[config.mk]
export PLATFORM = sky130hd
export DESIGN_NAME = bit_serial_dot_engine
export DESIGN_NICKNAME = d
export VERILOG_FILES = /design/src/rtl/bit_serial_dot_engine.sv
export SDC_FILE = /design/constraint.sdc
export NUM_CORES = 1
export LEC_CHECK = 0
export ABC_AREA = 1
export BUFFER_PORTS_ARGS = -buffer_cell sky130_fd_sc_hd__buf_2
export CAP_MARGIN = 20
export CORE_ASPECT_RATIO = 0.9
export CORE_MARGIN = 2
export CORE_UTILIZATION = 68
export DETAILED_ROUTE_END_ITERATION = 10
export GPL_ROUTABILITY_DRIVEN = 0
export PLACE_DENSITY = 0.86
export SLEW_MARGIN = 20
export SYNTH_ARGS = -nofsm -noshare
export SYNTH_HDL_FRONTEND = slang
export SYNTH_SLANG_ARGS = --single-unit
[constraint.sdc]
create_clock -name clk -period 11.15 [get_ports clk]
set_input_delay 0.5575 -clock clk [delete_from_list [all_inputs] [get_ports clk]]
set_output_delay 0.5575 -clock clk [all_outputs]
set_load 0.005 [all_outputs]
[src/rtl/bit_serial_dot_engine.sv]
// rtl/bit_serial_dot_engine.sv - bit-serial signed dot-product engine with saturating accumulator
//
// Accepts one vector of LANES signed activations and weights per handshake.
// Walks the low N weight bits LSB first, adding shifted activations (and
// subtracting on the sign bit). Sums the lanes and accumulates them with
// saturation until a vector flagged last closes the dot product.
//
// Ports:
//   clk, rstn            clock, asynchronous active-low reset
//   in_valid/in_ready    vector handshake (ready only while idle)
//   in_act[LANES*AW]     signed activations, lane i at [i*AW +: AW]
//   in_wgt[LANES*WW]     signed weights, lane i at [i*WW +: WW]
//   in_prec[2]           weight precision select (0/3: WW, 1: WW/2, 2: WW/4)
//   in_last              vector closes the current dot product
//   out_valid/out_ready  result handshake
//   out_result[ACCW]     accumulator value (meaningful while out_valid)
//   out_ovf              sticky saturation flag for the current dot product
//   busy                 engine not idle
module bit_serial_dot_engine #(
    parameter int AW    = 8,
    parameter int WW    = 8,
    parameter int LANES = 4,
    parameter int ACCW  = 20
) (
    input  logic                     clk,
    input  logic                     rstn,
    input  logic                     in_valid,
    output logic                     in_ready,
    input  logic [LANES*AW-1:0]      in_act,
    input  logic [LANES*WW-1:0]      in_wgt,
    input  logic [1:0]               in_prec,
    input  logic                     in_last,
    output logic                     out_valid,
    input  logic                     out_ready,
    output logic [ACCW-1:0]          out_result,
    output logic                     out_ovf,
    output logic                     busy
);

    localparam int PW = AW + WW;
    localparam int SW = AW + WW + $clog2(LANES);
    localparam int CW = $clog2(WW + 1);
    localparam int EW = ACCW + 1;

    typedef enum logic [1:0] {
        S_IDLE,
        S_SHIFT,
        S_ACC,
        S_HOLD
    } state_t;

    state_t                    r_state;
    logic [LANES*AW-1:0]       r_act;
    logic [LANES*WW-1:0]       r_wgt;
    logic [CW-1:0]             r_n;
    logic [CW-1:0]             r_cnt;
    logic                      r_last;
    logic signed [PW-1:0]      r_psum [LANES];
    logic signed [ACCW-1:0]    r_acc;
    logic                      r_ovf;
    logic                      r_out_valid;

    logic [CW-1:0]             w_n;
    logic                      w_msb;
    logic signed [PW-1:0]      w_psum_nxt [LANES];
    logic signed [SW-1:0]      w_dot;
    logic signed [EW-1:0]      w_acc_sum;
    logic                      w_sat;
    logic signed [ACCW-1:0]    w_acc_nxt;

    always_comb begin
        case (in_prec)
            2'd1:    w_n = CW'(WW / 2);
            2'd2:    w_n = CW'(WW / 4);
            default: w_n = CW'(WW);
        endcase
    end

    // The weight bit at position N-1 is the sign bit and carries negative weight.
    assign w_msb = (r_cnt == (r_n - CW'(1)));

    genvar gi;
    generate
        for (gi = 0; gi < LANES; gi++) begin : g_lane
            logic signed [PW-1:0] w_act_ext;
            logic signed [PW-1:0] w_term;
            logic [WW-1:0]        w_wlane;
            logic                 w_bit;

            assign w_act_ext = PW'($signed(r_act[gi*AW +: AW]));
            assign w_term    = w_act_ext <<< r_cnt;
            assign w_wlane   = r_wgt[gi*WW +: WW];
            assign w_bit     = |(w_wlane & (WW'(1) << r_cnt));

            assign w_psum_nxt[gi] = !w_bit ? r_psum[gi] :
                                    (w_msb ? (r_psum[gi] - w_term) : (r_psum[gi] + w_term));
        end
    endgenerate

    always_comb begin
        w_dot = '0;
        for (int i = 0; i < LANES; i++) begin
            w_dot = w_dot + SW'(r_psum[i]);
        end
    end

    // One extra bit holds any sum of two ACCW values; differing top bits mean overflow.
    assign w_acc_sum = EW'(r_acc) + EW'(w_dot);
    assign w_sat     = w_acc_sum[EW-1] ^ w_acc_sum[EW-2];

    always_comb begin
        if (!w_sat) begin
            w_acc_nxt = w_acc_sum[ACCW-1:0];
        end else if (w_acc_sum[EW-1]) begin
            w_acc_nxt = {1'b1, {(ACCW-1){1'b0}}};
        end else begin
            w_acc_nxt = {1'b0, {(ACCW-1){1'b1}}};
        end
    end

    always_ff @(posedge clk or negedge rstn) begin
        if (!rstn) begin
            r_state     <= S_IDLE;
            r_act       <= '0;
            r_wgt       <= '0;
            r_n         <= '0;
            r_cnt       <= '0;
            r_last      <= 1'b0;
            r_acc       <= '0;
            r_ovf       <= 1'b0;
            r_out_valid <= 1'b0;
            for (int i = 0; i < LANES; i++) begin
                r_psum[i] <= '0;
            end
        end else begin
            case (r_state)
                S_IDLE: begin
                    if (in_valid) begin
                        r_act   <= in_act;
                        r_wgt   <= in_wgt;
                        r_n     <= w_n;
                        r_last  <= in_last;
                        r_cnt   <= '0;
                        r_state <= S_SHIFT;
                        for (int i = 0; i < LANES; i++) begin
                            r_psum[i] <= '0;
                        end
                    end
                end
                S_SHIFT: begin
                    for (int i = 0; i < LANES; i++) begin
                        r_psum[i] <= w_psum_nxt[i];
                    end
                    if (w_msb) begin
                        r_state <= S_ACC;
                    end else begin
                        r_cnt <= r_cnt + CW'(1);
                    end
                end
                S_ACC: begin
                    r_acc <= w_acc_nxt;
                    if (w_sat) begin
                        r_ovf <= 1'b1;
                    end
                    if (r_last) begin
                        r_out_valid <= 1'b1;
                        r_state     <= S_HOLD;
                    end else begin
                        r_state <= S_IDLE;
                    end
                end
                S_HOLD: begin
                    if (out_ready) begin
                        r_acc       <= '0;
                        r_ovf       <= 1'b0;
                        r_out_valid <= 1'b0;
                        r_state     <= S_IDLE;
                    end
                end
                default: r_state <= S_IDLE;
            endcase
        end
    end

    assign in_ready   = (r_state == S_IDLE);
    assign busy       = (r_state != S_IDLE);
    assign out_valid  = r_out_valid;
    assign out_result = r_acc;
    assign out_ovf    = r_ovf;

endmodule

After elaboration in Yosys (flattened, before gate mapping)
Index checks and enable logic that the tools add are counted.
{ "word_totals": {"regBits": 161, "inputBits": 71, "elab_cells": 99} }
{ "classes": {"addsub": 14, "n_eq_ne": 16, "shift": 5, "n_mux": 28, "bitwise": 5, "reduce_logical": 18} }
{ "op_table": {"columns": ["cell", "n"], "rows": [
  ["16-bit 2-to-1 mux", 8],
  ["64-bit one-hot mux with 2 select lines", 1],
  ["16-bit adder", 4],
  ["64-bit 2-to-1 mux", 1],
  ["8-bit by 4-bit <<< shifter with 16-bit output", 4],
  ["16-bit subtractor", 4],
  ["20-bit 2-to-1 mux", 3],
  ["20-bit one-hot mux with 2 select lines", 1],
  ["8-bit AND", 4],
  ["8-bit OR reduction", 4],
  ["3-bit AND reduction", 8],
  ["20-bit by 18-bit adder with 21-bit output", 1],
  ["2-bit inequality test, second input constant", 10],
  ["17-bit by 16-bit adder with 18-bit output", 1],
  ["18-bit by 16-bit adder with 18-bit output", 1],
  ["16-bit by 16-bit adder with 17-bit output", 1],
  ["4-bit one-hot mux with 2 select lines", 2],
  ["2-bit 2-to-1 mux", 4],
  ["4-bit 2-to-1 mux", 2],
  ["2-bit one-hot mux with 4 select lines", 1],
  ["1-bit by 4-bit << shifter with 8-bit output, first input constant", 1],
  ["2-bit equality test, second input constant", 3],
  ["2-bit nonzero test", 3],
  ["4-bit by 1-bit adder with 4-bit output, second input constant", 1],
  ["8 further kinds", 13]
]} }

Longest topological paths before layout
{ "logic_depth": {"ltp_word": 7, "mapped_depth": 24} }

Worst setup path before layout
Ideal clock, no wire load.
{ "synth_path": {"path_type": "register to register", "from": "register r_psum[15] in the netlist's numbering", "to": "register r_acc[10], in the netlist out_result[10]", "setup_time_ps": 66, "arrival_ps": 3771, "required_time_ps": 11084, "path_slack_ps": 7313, "stages_incl_launch_ff": 19, "path_buffers": 1, "period_less_slack_ps": 3837, "path_cell_list": "dfrtp_1 > inv_1 > fa_1 > inv_1 > fa_1 > inv_1 > fa_1 > inv_1 > ha_1 > a21oi_1 > o21ai_0 > a211oi_2 > nand2_1 > nand2_1 > nand2_1 > a21oi_4 > buf_6 > nand2_1 > nand2_1"} }
{ "synth_via": {"elab_chain_cells": 5} }
{ "synth_lines": {"columns": ["element", "line_no", "source"], "rows": [
  ["start: declaration", "58", "logic signed [PW-1:0] r_psum [LANES];"],
  ["start signal: indexed assignment", "152", "r_psum[i] <= w_psum_nxt[i];"],
  ["18-bit by 16-bit adder with 18-bit output *", "103", "w_dot = w_dot + SW'(r_psum[i]);"],
  ["20-bit by 18-bit adder with 21-bit output *", "108", "assign w_acc_sum = EW'(r_acc) + EW'(w_dot);"],
  ["20-bit 2-to-1 mux / 1-bit bitwise XOR (equally long branches)", "114, 109", null],
  ["20-bit 2-to-1 mux *", "112", "if (!w_sat) begin"],
  ["20-bit one-hot mux with 2 select lines *", "136", "case (r_state)"],
  ["end signal: assignment", "161", "r_acc <= w_acc_nxt;"],
  ["end: declaration", "59", "logic signed [ACCW-1:0] r_acc;"]
]} }
Every way passes the cells marked *; elsewhere a longest branch is shown, timed or not.
A chain may end at the register's enable or synchronous reset.

Worst setup path in the final report
{ "layout_path": {"from": "register r_acc[3], in the netlist out_result[3]", "to": "register r_acc[0], in the netlist out_result[0]"} }
{ "layout_via": {"elab_chain_cells": 4} }
{ "layout_lines": {"columns": ["element", "line_no"], "rows": [
  ["20-bit by 18-bit adder with 21-bit output *", "108"],
  ["20-bit 2-to-1 mux / 1-bit bitwise XOR (equally long branches)", "114, 109"],
  ["20-bit 2-to-1 mux *", "112"],
  ["20-bit one-hot mux with 2 select lines *", "136"]
]} }
Marked as above.

==> flow_summary.yaml <==
sta:
  worst_slack_ns: 6.57
  period_needed_ns: 4.58
  slew_headroom: 0.305
  fmax_mhz: 218
  final-setup-viol-count: 0
  clock-skew-final_ns: 0.0194
  min_period_over_period: 0.411
  rsz0062_at_grt: "no"
  fin_tns_setup_ns: 0
  worstMarginPinSlew_ns: 1.04
  report.final.slew_viol_count: 0
  hold_viol: 0
setup_path:
  worstReg2RegStart: "out_result[3]"
  setup.worst_path.start: "out_result[3]"
  crit_top_cell: "nand2_1"
  critPathMaxStageDelay_ns: 0.54
  cpMaxStageDelayCell: "fa_1"
  critPathArrivalTime_ns: 4.94
  worstSetupPathType: "reg2reg"
  cp.required_ns: 11.51
  path_max_fanout: 20
  reg2reg_slack_ns: 6.57
  cp-start-kind: "register"
  cp_cell_sequence: "inv_1 -> fa_1 -> inv_1 -> fa_1 -> inv_1 -> fa_1 -> inv_1 -> ha_1 -> a21oi_1 -> o21ai_1 -> inv_1 -> o211ai_2 -> nand2_2 -> nand2_1 -> nand2_1 -> nand2_1 -> nand2_1 -> nand3_1 -> nand2_1 -> nand2_1"
  worstSetupEndpointType: "register"
layout:
  n_fill_cell: 1720
  postLayoutCoreUtil: 0.736
  fin_area_um2: 16400
  diodes: 0
  nets: 2403
  area_growth_pct: 7.01
  drive_gt1_frac: 0.123
cts:
  cts_setup_buffers: 0
  ctsResizeCount: 0
  numCtsBuffers: 17
  cts_tree: "yes"
  cts_hold_buf: 0
  clk_pin_slew_worst_paths_ns: 0.09
  clock_sinks: 160
  htree_num_levels: 4
  cts_root_buf: "clkbuf_16"
  clkLatencyLatePin_ns: 0.46
  clk_path_buf_depth: 2
logic_synthesis:
  netlist_instances: 2119
  yosysUniqueCellTypes: 52
  synth-edff-count: 0
  synthFlopType: "dfrtp_1"
  synth_most_common_cell: "nand2_1"
  synth_seq_area_share: 0.261
  synth_area_per_cell_um2: 7.24
  ys_async_sr_fraction: 1.00
  syn_nets: 2347
  yosysTopAreaCellShare: 0.261
  synthTopCellsByArea: "dfrtp_1, nand2_1, fa_1"
  ys_ff_latch: 160
  yosys_warnings: 0
  synth_largest_area_cell: "dfrtp_1"
  ys_top_cells_by_count: "nand2_1, inv_1, nand3_1"
  synth_area_um2: 15300
place:
  hpwlAfterDp_mm: 32.8
  dp_slack_ns: 6.61
  portBuffers: 94
  dpl_cell_area_um2: 15900
floorplanning:
  io_pins: 95
  die_x_um: 162
  die-height_um: 146
  rows: 52
  start_util: 0.687
  coreArea_um2: 22300
  die_area_um2: 23800
drt:
  drt-wirelength-per-cell_um: 17.6
  drt-total-wl_mm: 43.7
  vias: 15000
  ant_nets: 0
  avgViaCountPerCell: 6.02
  drc: 0
  drt_iter0_markers: 2212
  drtPass1Iterations: 7
global_routing:
  grt_max_degree: 96
  grt_pass1_wl_mm: 71.7
  grt_pass1_vias: 14500
  globalRoute.totalOverflow: 0
  antenna_found_initial: 0
  gr-usage-all-layers: 0.380
flow_run:
  maxCapViolations: 0
worst_hold_path:
  hp-class: "in2async"
outcome:
  outcome: "finished, final reports clean"
[critical path, delay by kind of cell (launching register included)]
family / cells / cell delay, ns
buf+inv: 5 / 0.39
fa+ha+maj: 4 / 1.95
simple gates: 8 / 1.19
flops: 1 / 0.42
compound gates: 3 / 0.51
[logic make-up (layout without fill, tap and decap cells)]
kind of cell	after synthesis	after routing	synth area share
AND/OR/NAND/NOR	924	924	0.263
buffers and inverters	396	465	0.107
AO/OA/AOI/OAI	356	356	0.132
flip-flops	160	160	0.261
adder cells (fa/ha/maj)	157	157	0.159
XOR/XNOR	83	83	0.0474
multiplexers	43	43	0.0316
[flip-flops by register name, summed over array words and instances (netlist names)]
| signal | cells |
|---|---|
| out_valid | 1 |
| r_wgt | 32 |
| r_state | 2 |
| out_result | 20 |
| r_n | 3 |
| r_cnt | 4 |
| r_psum | 64 |
| out_ovf | 1 |
| r_last | 1 |
| r_act | 32 |
[area by class of cell]
cell class	count	area, um2	area share
timing repair buffer	100	522	0.0318
clock buffer	17	425	0.0259
inverter	333	1260	0.0768
clock inverter	15	126	0.00770
sequential	160	4000	0.244
tap	297	372	0.0226
multi-input combinational	1563	9710	0.591
[cell usage in the layout (no fill, tap or decap), types with 6 or more instances in the layout]
| cell | Yosys | final |
|---|---|---|
| o21bai_1 | 11 | 11 |
| a21oi_1 | 142 | 142 |
| o31ai_1 | 9 | 9 |
| nand2_1 | 515 | 514 |
| nor2_1 | 132 | 132 |
| xor2_1 | 51 | 51 |
| a31oi_1 | 8 | 8 |
| inv_6 | 1 | 6 |
| a21o_1 | 15 | 15 |
| nand2_2 | 24 | 24 |
| nor3_1 | 10 | 10 |
| dfrtp_1 | 160 | 160 |
| inv_1 | 316 | 316 |
| nand4_1 | 17 | 17 |
| inv_2 | 13 | 13 |
| o22ai_1 | 22 | 22 |
| xnor2_1 | 32 | 32 |
| nand3_2 | 15 | 15 |
| clkbuf_16 | 0 | 17 |
| mux2_2 | 43 | 43 |
| ha_1 | 94 | 94 |
| o21ai_0 | 93 | 93 |
| o21ai_1 | 28 | 28 |
| buf_2 | 27 | 93 |
| buf_4 | 8 | 6 |
| nand3_1 | 181 | 181 |
| nor2_2 | 17 | 17 |
| fa_1 | 63 | 63 |
[stage by stage]
| step | hold WS, ns | cells |
|---|---|---|
| floorplan | 0.262 | 2119 |
| global placement | 0.481 | 2453 |
| detailed placement | 0.496 | 2453 |
| CTS | 0.224 | 2485 |
| global route | 0.238 | 2485 |
| finish | 0.142 | 2485 |
[path summary, 6_finish.rpt]
| check | end | depth (start not counted) |
|---|---|---|
| worst max register to register | out_result[0] | 20 |
| worst max-delay path | out_result[0] | 20 |
| min in group clk | r_act[19] | 2 |
| worst min-delay path | r_wgt[24] | 1 |
| max in group asynchronous | r_psum[22] | 2 |
| worst min register to register | out_valid | 2 |
[routing by layer]
layer,global-route usage,up-vias,part of all wire
met5,0,-,0
met4,0.169,0,0.050
met3,0.0781,173,0.094
met2,0.610,874,0.45
met1,0.500,6932,0.40
li1,-,6975,-
Power is left out: the tool's default activity adds up to more than one toggle a clock period on the data nets, which glitch-free logic cannot reach.
